File: config.mk
export PLATFORM = sky130hd
export DESIGN_NAME = typing_test_ctrl_flat
export DESIGN_NICKNAME = d
export VERILOG_FILES = /design/src/rtl/typing_pkg.sv /design/src/rtl/typing_test_ctrl_if.sv /design/src/rtl/typing_target_gen.sv /design/src/rtl/typing_test_ctrl.sv /design/src/flat_wrapper.sv
export SDC_FILE = /design/constraint.sdc
export NUM_CORES = 1
export LEC_CHECK = 0
export BUFFER_PORTS_ARGS = -buffer_cell sky130_fd_sc_hd__buf_2
export CAP_MARGIN = 0
export CELL_PAD_IN_SITES_DETAIL_PLACEMENT = 2
export CELL_PAD_IN_SITES_GLOBAL_PLACEMENT = 2
export CORE_ASPECT_RATIO = 1.25
export CORE_MARGIN = 2
export CORE_UTILIZATION = 25
export CTS_BUF_LIST = sky130_fd_sc_hd__clkbuf_8 sky130_fd_sc_hd__clkbuf_16
export DETAILED_ROUTE_END_ITERATION = 8
export PLACE_DENSITY_LB_ADDON = 0.3
export SLEW_MARGIN = 5
export SYNTH_ARGS = -nofsm -noshare
export SYNTH_HDL_FRONTEND = slang
export SYNTH_SLANG_ARGS = --single-unit
File: constraint.sdc
create_clock -name clk -period 5.56 [get_ports clk]
set_input_delay 0.278 -clock clk [delete_from_list [all_inputs] [get_ports clk]]
set_output_delay 0.278 -clock clk [all_outputs]
set_load 0.02 [all_outputs]
File: src/rtl/typing_pkg.sv
// Shared types and helpers for the keypad typing-test controller.
package typing_pkg;

  typedef enum logic [1:0] {
    IDLE = 2'd0,
    RUN  = 2'd1,
    DONE = 2'd2
  } state_t;

  localparam logic [3:0] KEY_MAX_DIGIT = 4'd9;
  // Fibonacci taps at bits 7,5,4,3
  localparam logic [7:0] LFSR_TAPS = 8'hB8;

  function automatic logic [7:0] lfsr_next(input logic [7:0] cur);
    return {cur[6:0], ^(cur & LFSR_TAPS)};
  endfunction

  // Fold the 4-bit LFSR nibble onto 0..9
  function automatic logic [3:0] digit_map(input logic [3:0] n);
    return (n < 4'd10) ? n : n - 4'd6;
  endfunction

  function automatic logic [7:0] sat_inc(input logic [7:0] v);
    return (v == 8'hFF) ? v : v + 8'd1;
  endfunction

endpackage

File: src/rtl/typing_test_ctrl_if.sv
// Key input and score/display outputs of the typing-test controller.
interface typing_test_ctrl_if;
  logic       start;
  logic       key_valid;
  logic [3:0] key_code;
  logic [3:0] target_digit;
  logic [4:0] target_index;
  logic [7:0] correct_cnt;
  logic [7:0] error_cnt;
  logic [7:0] seconds;
  logic [1:0] state;
  logic       done;
  logic       key_accept;

  modport master (
    output start, key_valid, key_code,
    input  target_digit, target_index, correct_cnt, error_cnt, seconds,
           state, done, key_accept
  );

  modport slave (
    input  start, key_valid, key_code,
    output target_digit, target_index, correct_cnt, error_cnt, seconds,
           state, done, key_accept
  );
endinterface

File: src/rtl/typing_target_gen.sv
// LFSR-driven target digit source; the mapped digit is registered with the LFSR.
module typing_target_gen
  import typing_pkg::*;
(
  input  logic       clk,
  input  logic       load,
  input  logic       advance,
  input  logic [7:0] seed,
  output logic [3:0] target_digit
);

  logic [7:0] lfsr;
  logic [7:0] lfsr_nx;

  always_comb lfsr_nx = lfsr_next(lfsr);

  always_ff @(posedge clk) begin
    if (load) begin
      lfsr         <= seed;
      target_digit <= digit_map(seed[3:0]);
    end else if (advance) begin
      lfsr         <= lfsr_nx;
      target_digit <= digit_map(lfsr_nx[3:0]);
    end
  end

endmodule

File: src/rtl/typing_test_ctrl.sv
// Typing-test sequencer: key edge detect, run FSM, elapsed-second timer and scoring.
module typing_test_ctrl
  import typing_pkg::*;
#(
  parameter int         SEQ_LEN    = 16,
  parameter int         TICK_DIV   = 100_000_000,
  parameter int         TIME_LIMIT = 60,
  parameter logic [7:0] LFSR_SEED  = 8'hA5
) (
  input logic               clk,
  input logic               rst,
  typing_test_ctrl_if.slave bus
);

  localparam int TW = (TICK_DIV > 1) ? $clog2(TICK_DIV) : 1;

  state_t        state_q, state_d;
  logic          done_q, accept_q, prev_valid;
  logic [TW-1:0] tick_q;
  logic [4:0]    idx_q;
  logic [7:0]    corr_q, err_q, sec_q;
  logic [3:0]    target;
  logic          key_event, is_digit, hit, at_end, tick_wrap;
  logic          run_start, scoring, tick_en;

  assign key_event = bus.key_valid & ~prev_valid;
  assign is_digit  = bus.key_code <= KEY_MAX_DIGIT;
  assign hit       = bus.key_code == target;
  assign at_end    = (idx_q == 5'(SEQ_LEN)) || (sec_q == 8'(TIME_LIMIT));
  assign tick_wrap = tick_en && (tick_q == TW'(TICK_DIV - 1));

  always_ff @(posedge clk) begin
    if (rst) begin
      state_q <= IDLE;
      done_q  <= 1'b0;
    end else begin
      state_q <= state_d;
      done_q  <= (state_d == DONE);
    end
  end

  always_comb begin
    state_d = state_q;
    case (state_q)
      IDLE:    if (bus.start) state_d = RUN;
      RUN:     if (at_end)    state_d = DONE;
      DONE:    if (bus.start) state_d = RUN;
      default: state_d = IDLE;
    endcase
  end

  // A press landing on the timeout cycle still scores; the index limit blocks overshoot.
  always_comb begin
    run_start = bus.start && (state_q != RUN);
    scoring   = (state_q == RUN) && key_event && is_digit && (idx_q != 5'(SEQ_LEN));
    tick_en   = (state_q == RUN) && (sec_q != 8'(TIME_LIMIT));
  end

  always_ff @(posedge clk) begin
    prev_valid <= rst ? 1'b0 : bus.key_valid;
    accept_q   <= rst ? 1'b0 : scoring;
    if (rst || run_start) begin
      tick_q <= '0;
      idx_q  <= '0;
      corr_q <= '0;
      err_q  <= '0;
      sec_q  <= '0;
    end else begin
      if (tick_en) tick_q <= tick_wrap ? '0 : tick_q + TW'(1);
      if (tick_wrap) sec_q <= sat_inc(sec_q);
      if (scoring) begin
        if (hit) begin
          corr_q <= sat_inc(corr_q);
          idx_q  <= idx_q + 5'd1;
        end else begin
          err_q  <= sat_inc(err_q);
        end
      end
    end
  end

  typing_target_gen u_gen (
    .clk          (clk),
    .load         (rst || run_start),
    .advance      (scoring && hit),
    .seed         (LFSR_SEED),
    .target_digit (target)
  );

  assign bus.target_digit = target;
  assign bus.target_index = idx_q;
  assign bus.correct_cnt  = corr_q;
  assign bus.error_cnt    = err_q;
  assign bus.seconds      = sec_q;
  assign bus.state        = state_q;
  assign bus.done         = done_q;
  assign bus.key_accept   = accept_q;

endmodule

File: src/flat_wrapper.sv
// flat-port wrapper written by rule: the top's interface ports become plain ports
module typing_test_ctrl_flat import typing_pkg::*;
#(
  parameter int         SEQ_LEN    = 16,
  parameter int         TICK_DIV   = 100_000_000,
  parameter int         TIME_LIMIT = 60,
  parameter logic [7:0] LFSR_SEED  = 8'hA5
)
  (clk, rst, bus_start, bus_key_valid, bus_key_code, bus_target_digit, bus_target_index, bus_correct_cnt, bus_error_cnt, bus_seconds, bus_state, bus_done, bus_key_accept);
  typing_test_ctrl_if bus_i ();
  input logic clk;
  input logic rst;
  input wire logic [$bits(bus_i.start)-1:0] bus_start;
  input wire logic [$bits(bus_i.key_valid)-1:0] bus_key_valid;
  input wire logic [$bits(bus_i.key_code)-1:0] bus_key_code;
  output wire logic [$bits(bus_i.target_digit)-1:0] bus_target_digit;
  output wire logic [$bits(bus_i.target_index)-1:0] bus_target_index;
  output wire logic [$bits(bus_i.correct_cnt)-1:0] bus_correct_cnt;
  output wire logic [$bits(bus_i.error_cnt)-1:0] bus_error_cnt;
  output wire logic [$bits(bus_i.seconds)-1:0] bus_seconds;
  output wire logic [$bits(bus_i.state)-1:0] bus_state;
  output wire logic [$bits(bus_i.done)-1:0] bus_done;
  output wire logic [$bits(bus_i.key_accept)-1:0] bus_key_accept;
  assign bus_i.start = bus_start;
  assign bus_i.key_valid = bus_key_valid;
  assign bus_i.key_code = bus_key_code;
  assign bus_target_digit = bus_i.target_digit;
  assign bus_target_index = bus_i.target_index;
  assign bus_correct_cnt = bus_i.correct_cnt;
  assign bus_error_cnt = bus_i.error_cnt;
  assign bus_seconds = bus_i.seconds;
  assign bus_state = bus_i.state;
  assign bus_done = bus_i.done;
  assign bus_key_accept = bus_i.key_accept;
  typing_test_ctrl #(.SEQ_LEN(SEQ_LEN), .TICK_DIV(TICK_DIV), .TIME_LIMIT(TIME_LIMIT), .LFSR_SEED(LFSR_SEED)) u_core (.clk(clk), .rst(rst), .bus(bus_i));
endmodule
==> results_dict.tcl <==
set metrics [dict create \
    synth-edff-count 0 \
    hpwl_mm 7.18 \
    fin_cells 627 \
    r2r_cells 7 \
    grt_util_all_layers 0.144 \
    avgSynthCellArea_um2 8.33 \
    irDropWorstVdd_uv 105 \
    status "completed" \
    synth.distinct_cells 41 \
    grt_max_degree 38 \
    die_h_um 135 \
    rsz0062_at_grt "false" \
    cts.repair.resized 0 \
    wl_per_cell_um 15.8 \
    fin_tns_setup_ns 0 \
    fillers 1575 \
    clk_latency_ns 0.34 \
    drt-total-wl_mm 9.88 \
    core_area_um2 13300 \
    seq_area_um2 1440 \
    ff2ff_setup_slack_ns 2.74 \
    final_layout_size_suffix_gt1_frac 0.156 \
    final_common_cell "dfxtp_1" \
    die-area_um2 14700 \
    synth_cells 411 \
    layout.nets 468 \
    hold_end "u_core.prev_valid" \
    path_class "reg2reg" \
    setup_viol 0 \
    synth_top_cell_by_area "dfxtp_1" \
    finalCritPeriodShare 0.506 \
    synth_nets 427 \
    finalHoldViolations 0 \
    core.rowCount 47 \
    synthesis.area_um2 3420 \
    final_area_um2 4110 \
    drcViolationCount 0 \
    drv_slew 0 \
    area_growth_pct 20.0 \
    ys_seq_area_frac 0.421 \
    yosys_register_bits 72 \
    placed_cells 612 \
    n_antenna_cell 0 \
    cp-start-kind "register" \
    r2r_end "u_core.tick_q[2]" \
    worstPathMaxFanout 24 \
    clockBufferDepth 2 \
    hold_path_class "in2reg" \
    post-cts-setup-buffers 0 \
    r2r-start "u_core.bus.seconds[0]" \
    hp-start "bus_key_valid" \
    required_ns 5.74 \
    cts_sinks 72 \
    tightest_slew_ns 0.936 \
    synthArstFlopShare 0 \
    skew_ns 0.00658 \
    grt_pass1_wl_mm 16.7 \
    drv_cap 0 \
    ios 45 \
    drtIter0Drc 101 \
    yosys-top-cells-area "dfxtp_1 42%, nor2_1 6.1%, xnor2_1 6.1%" \
    cts_max_level 3 \
    powerDensity_nw_per_um2 286 \
    port_buffers 44 \
    tritoncts "built" \
    ys.flop_type "dfxtp_1" \
    die_x_um 109 \
    yosysTopAreaCellShare 0.421 \
    layout_common_cells "72 x dfxtp_1, 56 x nor2_1, 46 x nand2_1" \
    clk_pin_slew_ns 0.06 \
    total_power_w 0.00118 \
    end_kind "register" \
    holdPathStages 2 \
    vias 3124 \
    period_needed_ns 2.82 \
    globalplace.congestion 0.743 \
    multi_input_area_um2 1870 \
    p_leak_nw 1.47 \
    antenna_left 0 \
    grt_overflow 0 \
    worstPathArrival_ns 3.00 \
    via_per_inst 4.98 \
    cts_buffers 9 \
    yosys_warnings 0 \
    dpl_cell_area_um2 3800 \
    grt_pass1_vias 3374 \
    drt_pass1_iterations 4 \
    start_util 0.258 \
    cts_root_buf "clkbuf_16" \
    relSlewSlack 0.374 \
    grt_antenna_before_repair 0 \
    timing.fmax_mhz 355 \
    postCtsHoldBufs 0 \
]
## synth_stat cells (4+ instances only)
library cell	instances
xnor2_1	24
clkbuf_1	11
o21ai_0	13
xor2_1	17
mux2i_1	4
a21oi_1	28
nor3_1	10
o211ai_1	4
nand2_1	46
and4_1	7
nor2_1	56
dfxtp_1	72
ha_1	8
nor4b_1	4
nor4_1	9
nand4_1	20
nand3_1	25
inv_1	7
nor2b_1	6
or3_1	9
## layer usage
| metal | GRT usage | part of all wire | up-vias | wire (µm) |
|---|---|---|---|---|
| met2 | 0.261 | 0.52 | 36 | 5150 |
| met4 | 0.0556 | 0.016 | 0 | 160 |
| li1 | - | - | 1525 | - |
| met3 | 0.0256 | 0.030 | 11 | 298 |
| met5 | 0 | 0 | - | 0 |
| met1 | 0.166 | 0.43 | 1552 | 4270 |
## metrics by stage
step / hold slack [ns] / worst slack, ns / util
global route: 0.212 / 2.46 / 0.309
floorplan: 0.406 / 3.01 / -
CTS: 0.198 / 2.66 / 0.309
finish: 0.200 / 2.74 / 0.309
global placement: 0.445 / 2.75 / 0.286
detailed placement: 0.458 / 2.67 / 0.286
## how the worst max path moves through the flow
stage,endpoint,cells past startpoint,start,slack [ns]
after floorplan,u_core.bus.seconds[6],8,u_core.bus.seconds[0],3.01
after detailed placement,u_core.tick_q[20],7,u_core.bus.seconds[0],2.67
after global placement,u_core.tick_q[20],7,u_core.bus.seconds[0],2.75
final,u_core.tick_q[2],7,u_core.bus.seconds[0],2.74
after global routing,u_core.tick_q[18],7,u_core.bus.seconds[1],2.46
after CTS,u_core.tick_q[20],7,u_core.bus.seconds[0],2.66
## where the power goes
part           total [W]  internal (W)  switching [W]  leakage [nW]
clock           0.000615      0.000389       0.000226         0.147
sequential      0.000521      0.000518     0.00000268         0.581
combinational  0.0000399     0.0000110      0.0000290         0.744
total            0.00118      0.000917       0.000258          1.47
## worst max-delay path, stage by stage, from the launching register on
cell and delay [ns]:
dfxtp_1 0.41, inv_1 0.10, ha_1 0.19, nor3b_1 0.17, a211o_2 0.40, or4_4 0.58
nand2_1 0.68, nor2_1 0.12
## area by class of cell
class	count	share of cell area
multi-input combinational	314	0.454
sequential	72	0.351
timing repair buffer	48	0.0609
clock buffer	9	0.0548
tap	171	0.0521
clock inverter	6	0.0207
inverter	7	0.00639
## flip-flops by register name (all words and copies together) (netlist names), 2 cells and up
register                   count
u_core.bus.seconds             8
u_core.u_gen.target_digit      4
u_core.bus.target_index        5
u_core.u_gen.lfsr              7
u_core.bus.error_cnt           8
u_core.tick_q                 27
u_core.bus.correct_cnt         8
u_core.bus.state               2
## cells by family (layout without fill, tap and decap cells)
group | after synthesis | after routing | share of synthesized area
adder cells (fa/ha/maj) | 8 | 8 | 0.0292
buffers and inverters | 25 | 70 | 0.0336
AO/OA/AOI/OAI | 53 | 53 | 0.0888
multiplexers | 4 | 4 | 0.0117
XOR/XNOR | 41 | 41 | 0.105
AND/OR/NAND/NOR | 208 | 208 | 0.311
flip-flops | 72 | 72 | 0.421
Power figures use the tool's default switching activity.
